### src/rtl/aes_key_schedule_pkg.sv
// Shared definitions for the AES-128 key schedule.
//   AES_NUM_ROUNDS : last round index for AES-128
//   state_t        : key-schedule FSM states (IDLE, GEN)
//   rcon()         : round constant for the round being produced (1..10)
//   gf_mul()       : GF(2^8) multiply modulo x^8+x^4+x^3+x+1, used by the S-box
package aes_key_schedule_pkg;

  localparam int unsigned AES_NUM_ROUNDS = 10;

  typedef enum logic {
    IDLE = 1'b0,
    GEN  = 1'b1
  } state_t;

  function automatic logic [7:0] rcon(input logic [3:0] r);
    logic [7:0] c;
    case (r)
      4'd1:    c = 8'h01;
      4'd2:    c = 8'h02;
      4'd3:    c = 8'h04;
      4'd4:    c = 8'h08;
      4'd5:    c = 8'h10;
      4'd6:    c = 8'h20;
      4'd7:    c = 8'h40;
      4'd8:    c = 8'h80;
      4'd9:    c = 8'h1b;
      4'd10:   c = 8'h36;
      default: c = 8'h00;
    endcase
    return c;
  endfunction

  function automatic logic [7:0] gf_mul(input logic [7:0] a, input logic [7:0] b);
    logic [7:0] p;
    logic [7:0] aa;
    p  = '0;
    aa = a;
    for (int unsigned i = 0; i < 8; i++) begin
      if (b[i]) p = p ^ aa;
      aa = {aa[6:0], 1'b0} ^ (aa[7] ? 8'h1b : 8'h00);
    end
    return p;
  endfunction

endpackage

### src/rtl/aes_key_schedule_sbox.sv
// aes_sbox: combinational AES forward S-box for one byte.
//   value  : input byte
//   result : S-box substitution of value
// Computed as multiplicative inverse in GF(2^8) followed by the AES affine
// transform; shared by SubWord here and by SubBytes in the cipher datapath.
module aes_sbox
  import aes_key_schedule_pkg::*;
(
  input  logic [7:0] value,
  output logic [7:0] result
);

  logic [7:0] sq;
  logic [7:0] inv;

  // inverse as value^254 = value^2 * value^4 * ... * value^128; maps 0 to 0
  always_comb begin
    sq  = value;
    inv = 8'h01;
    for (int unsigned k = 1; k < 8; k++) begin
      sq  = gf_mul(sq, sq);
      inv = gf_mul(inv, sq);
    end
  end

  assign result = inv
                ^ {inv[6:0], inv[7]}
                ^ {inv[5:0], inv[7:6]}
                ^ {inv[4:0], inv[7:5]}
                ^ {inv[3:0], inv[7:4]}
                ^ 8'h63;

endmodule

### src/rtl/aes_key_schedule.sv
// aes_key_schedule: iterative AES-128 key expansion, one round key per
// accepted output handshake (round keys 0..NUM_ROUNDS).
//   clk, reset       : rising-edge clock, synchronous active-high reset
//   key_valid_in     : cipher key on key_in is valid (captured only in IDLE)
//   key_in           : cipher key, key_in[127:96] = w0
//   key_ready        : block can accept a new cipher key
//   round_key_ready  : downstream accepts current round key
//   round_key_valid  : round_key / round_idx valid
//   round_key        : current round key (registered)
//   round_idx        : index of round_key
//   round_last       : valid final round key
module aes_key_schedule
  import aes_key_schedule_pkg::*;
#(
  parameter int unsigned DATA_LEN   = 128,
  parameter int unsigned NUM_ROUNDS = AES_NUM_ROUNDS,
  parameter int unsigned IDX_W      = 4
) (
  input  logic                clk,
  input  logic                reset,
  input  logic                key_valid_in,
  input  logic [DATA_LEN-1:0] key_in,
  output logic                key_ready,
  input  logic                round_key_ready,
  output logic                round_key_valid,
  output logic [DATA_LEN-1:0] round_key,
  output logic [IDX_W-1:0]    round_idx,
  output logic                round_last
);

  state_t              state_q;
  state_t              state_d;
  logic [DATA_LEN-1:0] key_q;
  logic [IDX_W-1:0]    idx_q;
  logic [IDX_W-1:0]    idx_next;
  logic                last_idx;
  logic                load;
  logic                advance;

  logic [31:0] w0, w1, w2, w3;
  logic [31:0] rot;
  logic [31:0] sub;
  logic [31:0] t;
  logic [31:0] n0, n1, n2, n3;

  assign last_idx = (idx_q == IDX_W'(NUM_ROUNDS));
  assign idx_next = idx_q + IDX_W'(1);

  // next-round key network
  assign {w0, w1, w2, w3} = key_q;
  assign rot = {w3[23:0], w3[31:24]};

  for (genvar i = 0; i < 4; i++) begin : g_subword
    aes_sbox u_sbox (
      .value  (rot[8*i +: 8]),
      .result (sub[8*i +: 8])
    );
  end

  assign t  = sub ^ {rcon(4'(idx_next)), 24'h000000};
  assign n0 = w0 ^ t;
  assign n1 = w1 ^ n0;
  assign n2 = w2 ^ n1;
  assign n3 = w3 ^ n2;

  always_ff @(posedge clk) begin
    if (reset) state_q <= IDLE;
    else       state_q <= state_d;
  end

  always_comb begin
    state_d         = state_q;
    key_ready       = 1'b0;
    round_key_valid = 1'b0;
    case (state_q)
      IDLE: begin
        key_ready = 1'b1;
        if (key_valid_in) state_d = GEN;
      end
      GEN: begin
        round_key_valid = 1'b1;
        if (round_key_ready && last_idx) state_d = IDLE;
      end
      default: state_d = IDLE;
    endcase
  end

  assign load    = key_ready && key_valid_in;
  // the final transfer only leaves GEN, so idx never exceeds NUM_ROUNDS
  assign advance = round_key_valid && round_key_ready && !last_idx;

  always_ff @(posedge clk) begin
    if (reset) begin
      key_q <= '0;
      idx_q <= '0;
    end else if (load) begin
      key_q <= key_in;
      idx_q <= '0;
    end else if (advance) begin
      key_q <= {n0, n1, n2, n3};
      idx_q <= idx_next;
    end
  end

  assign round_key  = key_q;
  assign round_idx  = idx_q;
  assign round_last = round_key_valid && last_idx;

endmodule

### config.mk
export PLATFORM = sky130hd
export DESIGN_NAME = aes_key_schedule
export DESIGN_NICKNAME = d
export VERILOG_FILES = /design/src/rtl/aes_key_schedule_pkg.sv /design/src/rtl/aes_key_schedule_sbox.sv /design/src/rtl/aes_key_schedule.sv
export SDC_FILE = /design/constraint.sdc
export NUM_CORES = 2
export LEC_CHECK = 0
export BUFFER_PORTS_ARGS = -buffer_cell sky130_fd_sc_hd__buf_2
export CORE_MARGIN = 2
export CORE_UTILIZATION = 55
export CTS_BUF_LIST = sky130_fd_sc_hd__clkbuf_8
export DETAILED_ROUTE_END_ITERATION = 8
export PLACE_DENSITY = 0.72
export SKIP_CTS_REPAIR_TIMING = 1
export SYNTH_ARGS = -nofsm -noshare
export SYNTH_HDL_FRONTEND = slang
export SYNTH_SLANG_ARGS = --single-unit
### constraint.sdc
create_clock -name clk -period 19.96 [get_ports clk]
set_input_delay 1.996 -clock clk [delete_from_list [all_inputs] [get_ports clk]]
set_output_delay 1.996 -clock clk [all_outputs]
set_load 0.005 [all_outputs]
==> results.sh <==
export IMPL_worst_hold_slack_ns=0.523
export IMPL_ys_flop_type="dfxtp_1"
export IMPL_postSynth_asyncResetShare=0
export IMPL_yosys_area_top_type_share=0.231
export IMPL_nets=8577
export IMPL_fin_crit_ns=19.05
export IMPL_max_stage_delay_ns=0.95
export IMPL_die_w_um=343
export IMPL_rsz0062_at_grt="false"
export IMPL_avgSynthCellArea_sq_um=7.48
export IMPL_clkLatencyLatePin_ns=0.55
export IMPL_firstDrtPassIters=8
export IMPL_worst_slew_pin_slew_ns=1.34
export IMPL_hold_class="reg2reg"
export IMPL_netlist_area_sq_mm=0.0633
export IMPL_status="completed"
export IMPL_antenna_found_initial=7
export IMPL_maxSlewViolCount=0
export IMPL_die_h_um=343
export IMPL_slowest_stage="xnor3_1"
export IMPL_cts_made_buffers=17
export IMPL_port_buffer_count=266
export IMPL_cpMostUsedCell="xnor2_1"
export IMPL_yosysWarningCount=0
export IMPL_area_growth_pct=5.74
export IMPL_r2r_slack_ns=0.91
export IMPL_hold_end="round_key[91]"
export IMPL_cts_tree="built"
export IMPL_clock_path_buffers=2
export IMPL_post_route_period_util=0.954
export IMPL_drv_cap=0
export IMPL_synth_largest_area_cell="xnor2_1"
export IMPL_required_ns=20.37
export IMPL_route_vias_total=62100
export IMPL_syn_nets=8623
export IMPL_core_area_sq_mm=0.114
export IMPL_fmax_mhz=52.5
export IMPL_relSlewSlack=0.101
export IMPL_r2r_end="round_key[79]"
export IMPL_clkTransAtPathRegs_ns=0.10
export IMPL_totalNegativeSetupSlack_ns=0
export IMPL_fp_dieArea_sq_mm=0.118
export IMPL_cts_sink_count=133
export IMPL_synth_edff_count=0
export IMPL_ys_types=119
export IMPL_antenna_violating_nets_post_route=0
export IMPL_wl_mm=207
export IMPL_multi_input_area_sq_mm=0.0582
export IMPL_setup_viol=0
export IMPL_placementRows=124
export IMPL_hp_start="round_key[91]"
export IMPL_start_util=0.554
export IMPL_track_usage=0.338
export IMPL_critPathCaptureType="register"
export IMPL_synth_commonest_cells="xnor2_1, nor2_1, nand2_1"
export IMPL_final_seq_area_sq_mm=0.00266
export IMPL_overflow=0
export IMPL_timing_rr_start="round_key[7]"
export IMPL_nFillCells=10700
export IMPL_finClkSkew_ns=0.0297
export IMPL_gp_congestion=1.01
export IMPL_drc=0
export IMPL_synth_seq_cells=133
export IMPL_ys_seq_area_frac=0.0421
export IMPL_grt_max_degree=134
export IMPL_worstPathArrival_ns=19.46
export IMPL_worst_hold_path_num_cells=2
export IMPL_first_iter_violations=6867
export IMPL_dpl_hpwl_mm=153
export IMPL_yosysMostFrequentCell="xnor2_1"
export IMPL_cts_htree_levels=4
export IMPL_ys_top_cells_by_area="xnor2_1, xnor3_1, nor2_1"
export IMPL_grt_pass1_wl_mm=325
export IMPL_r2r_cells=51
export IMPL_grt_pass1_vias=57000
export IMPL_wl_per_cell_um=20.8
export IMPL_path_max_fanout=19
export IMPL_hold_viol=0
export IMPL_viasPerCell=6.24
export IMPL_ios=267
export IMPL_criticalPathCategory="reg2reg"
export IMPL_cp_start_kind="register"
export IMPL_cts_root_buf="clkbuf_8"
export IMPL_synthCells=8466
export IMPL_drive_above_1_share=0.105
layout by cell type (no fill, tap or decap), types with 111 or more instances in the layout:
cell type / instances
a21oi_1: 501
buf_2: 265
buf_4: 272
dfxtp_1: 133
mux2i_1: 221
nand2_1: 850
nand3_1: 187
nor2_1: 1236
nor3_1: 206
o21ai_0: 349
o22ai_1: 111
xnor2_1: 1626
xnor2_2: 113
xnor3_1: 389
xor2_1: 436
area by class of cell:
class / count / area share
diodes: 3 / 0.000112
repair buffers: 539 / 0.0508
inverters: 98 / 0.00550
clock buffers: 18 / 0.00370
clock inverters: 14 / 0.00234
flip-flops and latches: 133 / 0.0398
multi-input cells: 7631 / 0.870
well taps: 1512 / 0.0283
flip-flops by register name, indices dropped and copies added (netlist names):
| register | cells |
|---|---|
| round_idx | 4 |
| state_q | 1 |
| round_key | 128 |
metrics by stage:
stage	cells	area [sq um]	utilization	worst slack, ns
final	9948	66900	0.586	0.911
after global routing	9948	66900	0.586	0.0243
after CTS	9945	66900	0.586	1.27
after detailed placement	9913	66500	0.582	1.36
after global placement	9913	66500	0.582	1.57
after floorplan	8466	63300	-	3.94
worst max path at each step:
stage,from,end,slack (ns),depth (start not counted)
2_1_floorplan,round_key[16],round_key[24],3.94,64
3_3_place_gp,round_key[7],round_key[79],1.57,53
3_5_place_dp,round_key[7],round_key[79],1.36,51
4_1_cts,round_key[7],round_key[79],1.27,51
5_1_grt,round_key[15],round_key[17],0.02,58
6_report,round_key[7],round_key[79],0.91,51
critical path: cells and delay by family (launching register included):
family | cells | cell delay [ns]
AOI/OAI and AO/OA | 8 | 2.17
xor gates and xnor gates | 28 | 11.98
adders and majority gates | 2 | 1.20
buffers and inverters | 2 | 0.39
DFF | 1 | 0.82
muxes | 3 | 0.76
and+or+nand+nor | 8 | 1.54
kinds of logic (layout without fill, tap and decap cells):
logic type                 Yosys count  after routing  synth area share
other                                0              3                 0
xor gates and xnor gates          2673           2673             0.484
muxes                              276            276            0.0450
AOI/OAI and AO/OA                 1759           1759             0.180
and+or+nand+nor                   2894           2894             0.197
DFF                                133            133            0.0421
buffers and inverters              702            669            0.0461
adders and majority gates           29             29           0.00559
metal layers:
metal,vias to the layer above,share of wire,track usage
met3,389,0.10,0.0641
met5,-,0.00020,0
met2,3134,0.44,0.524
li1,29100,-,-
met1,29400,0.43,0.476
met4,6,0.029,0.0985
Power is left out: the tool's default activity adds up to more than one toggle a clock period on the data nets, which glitch-free logic cannot reach.
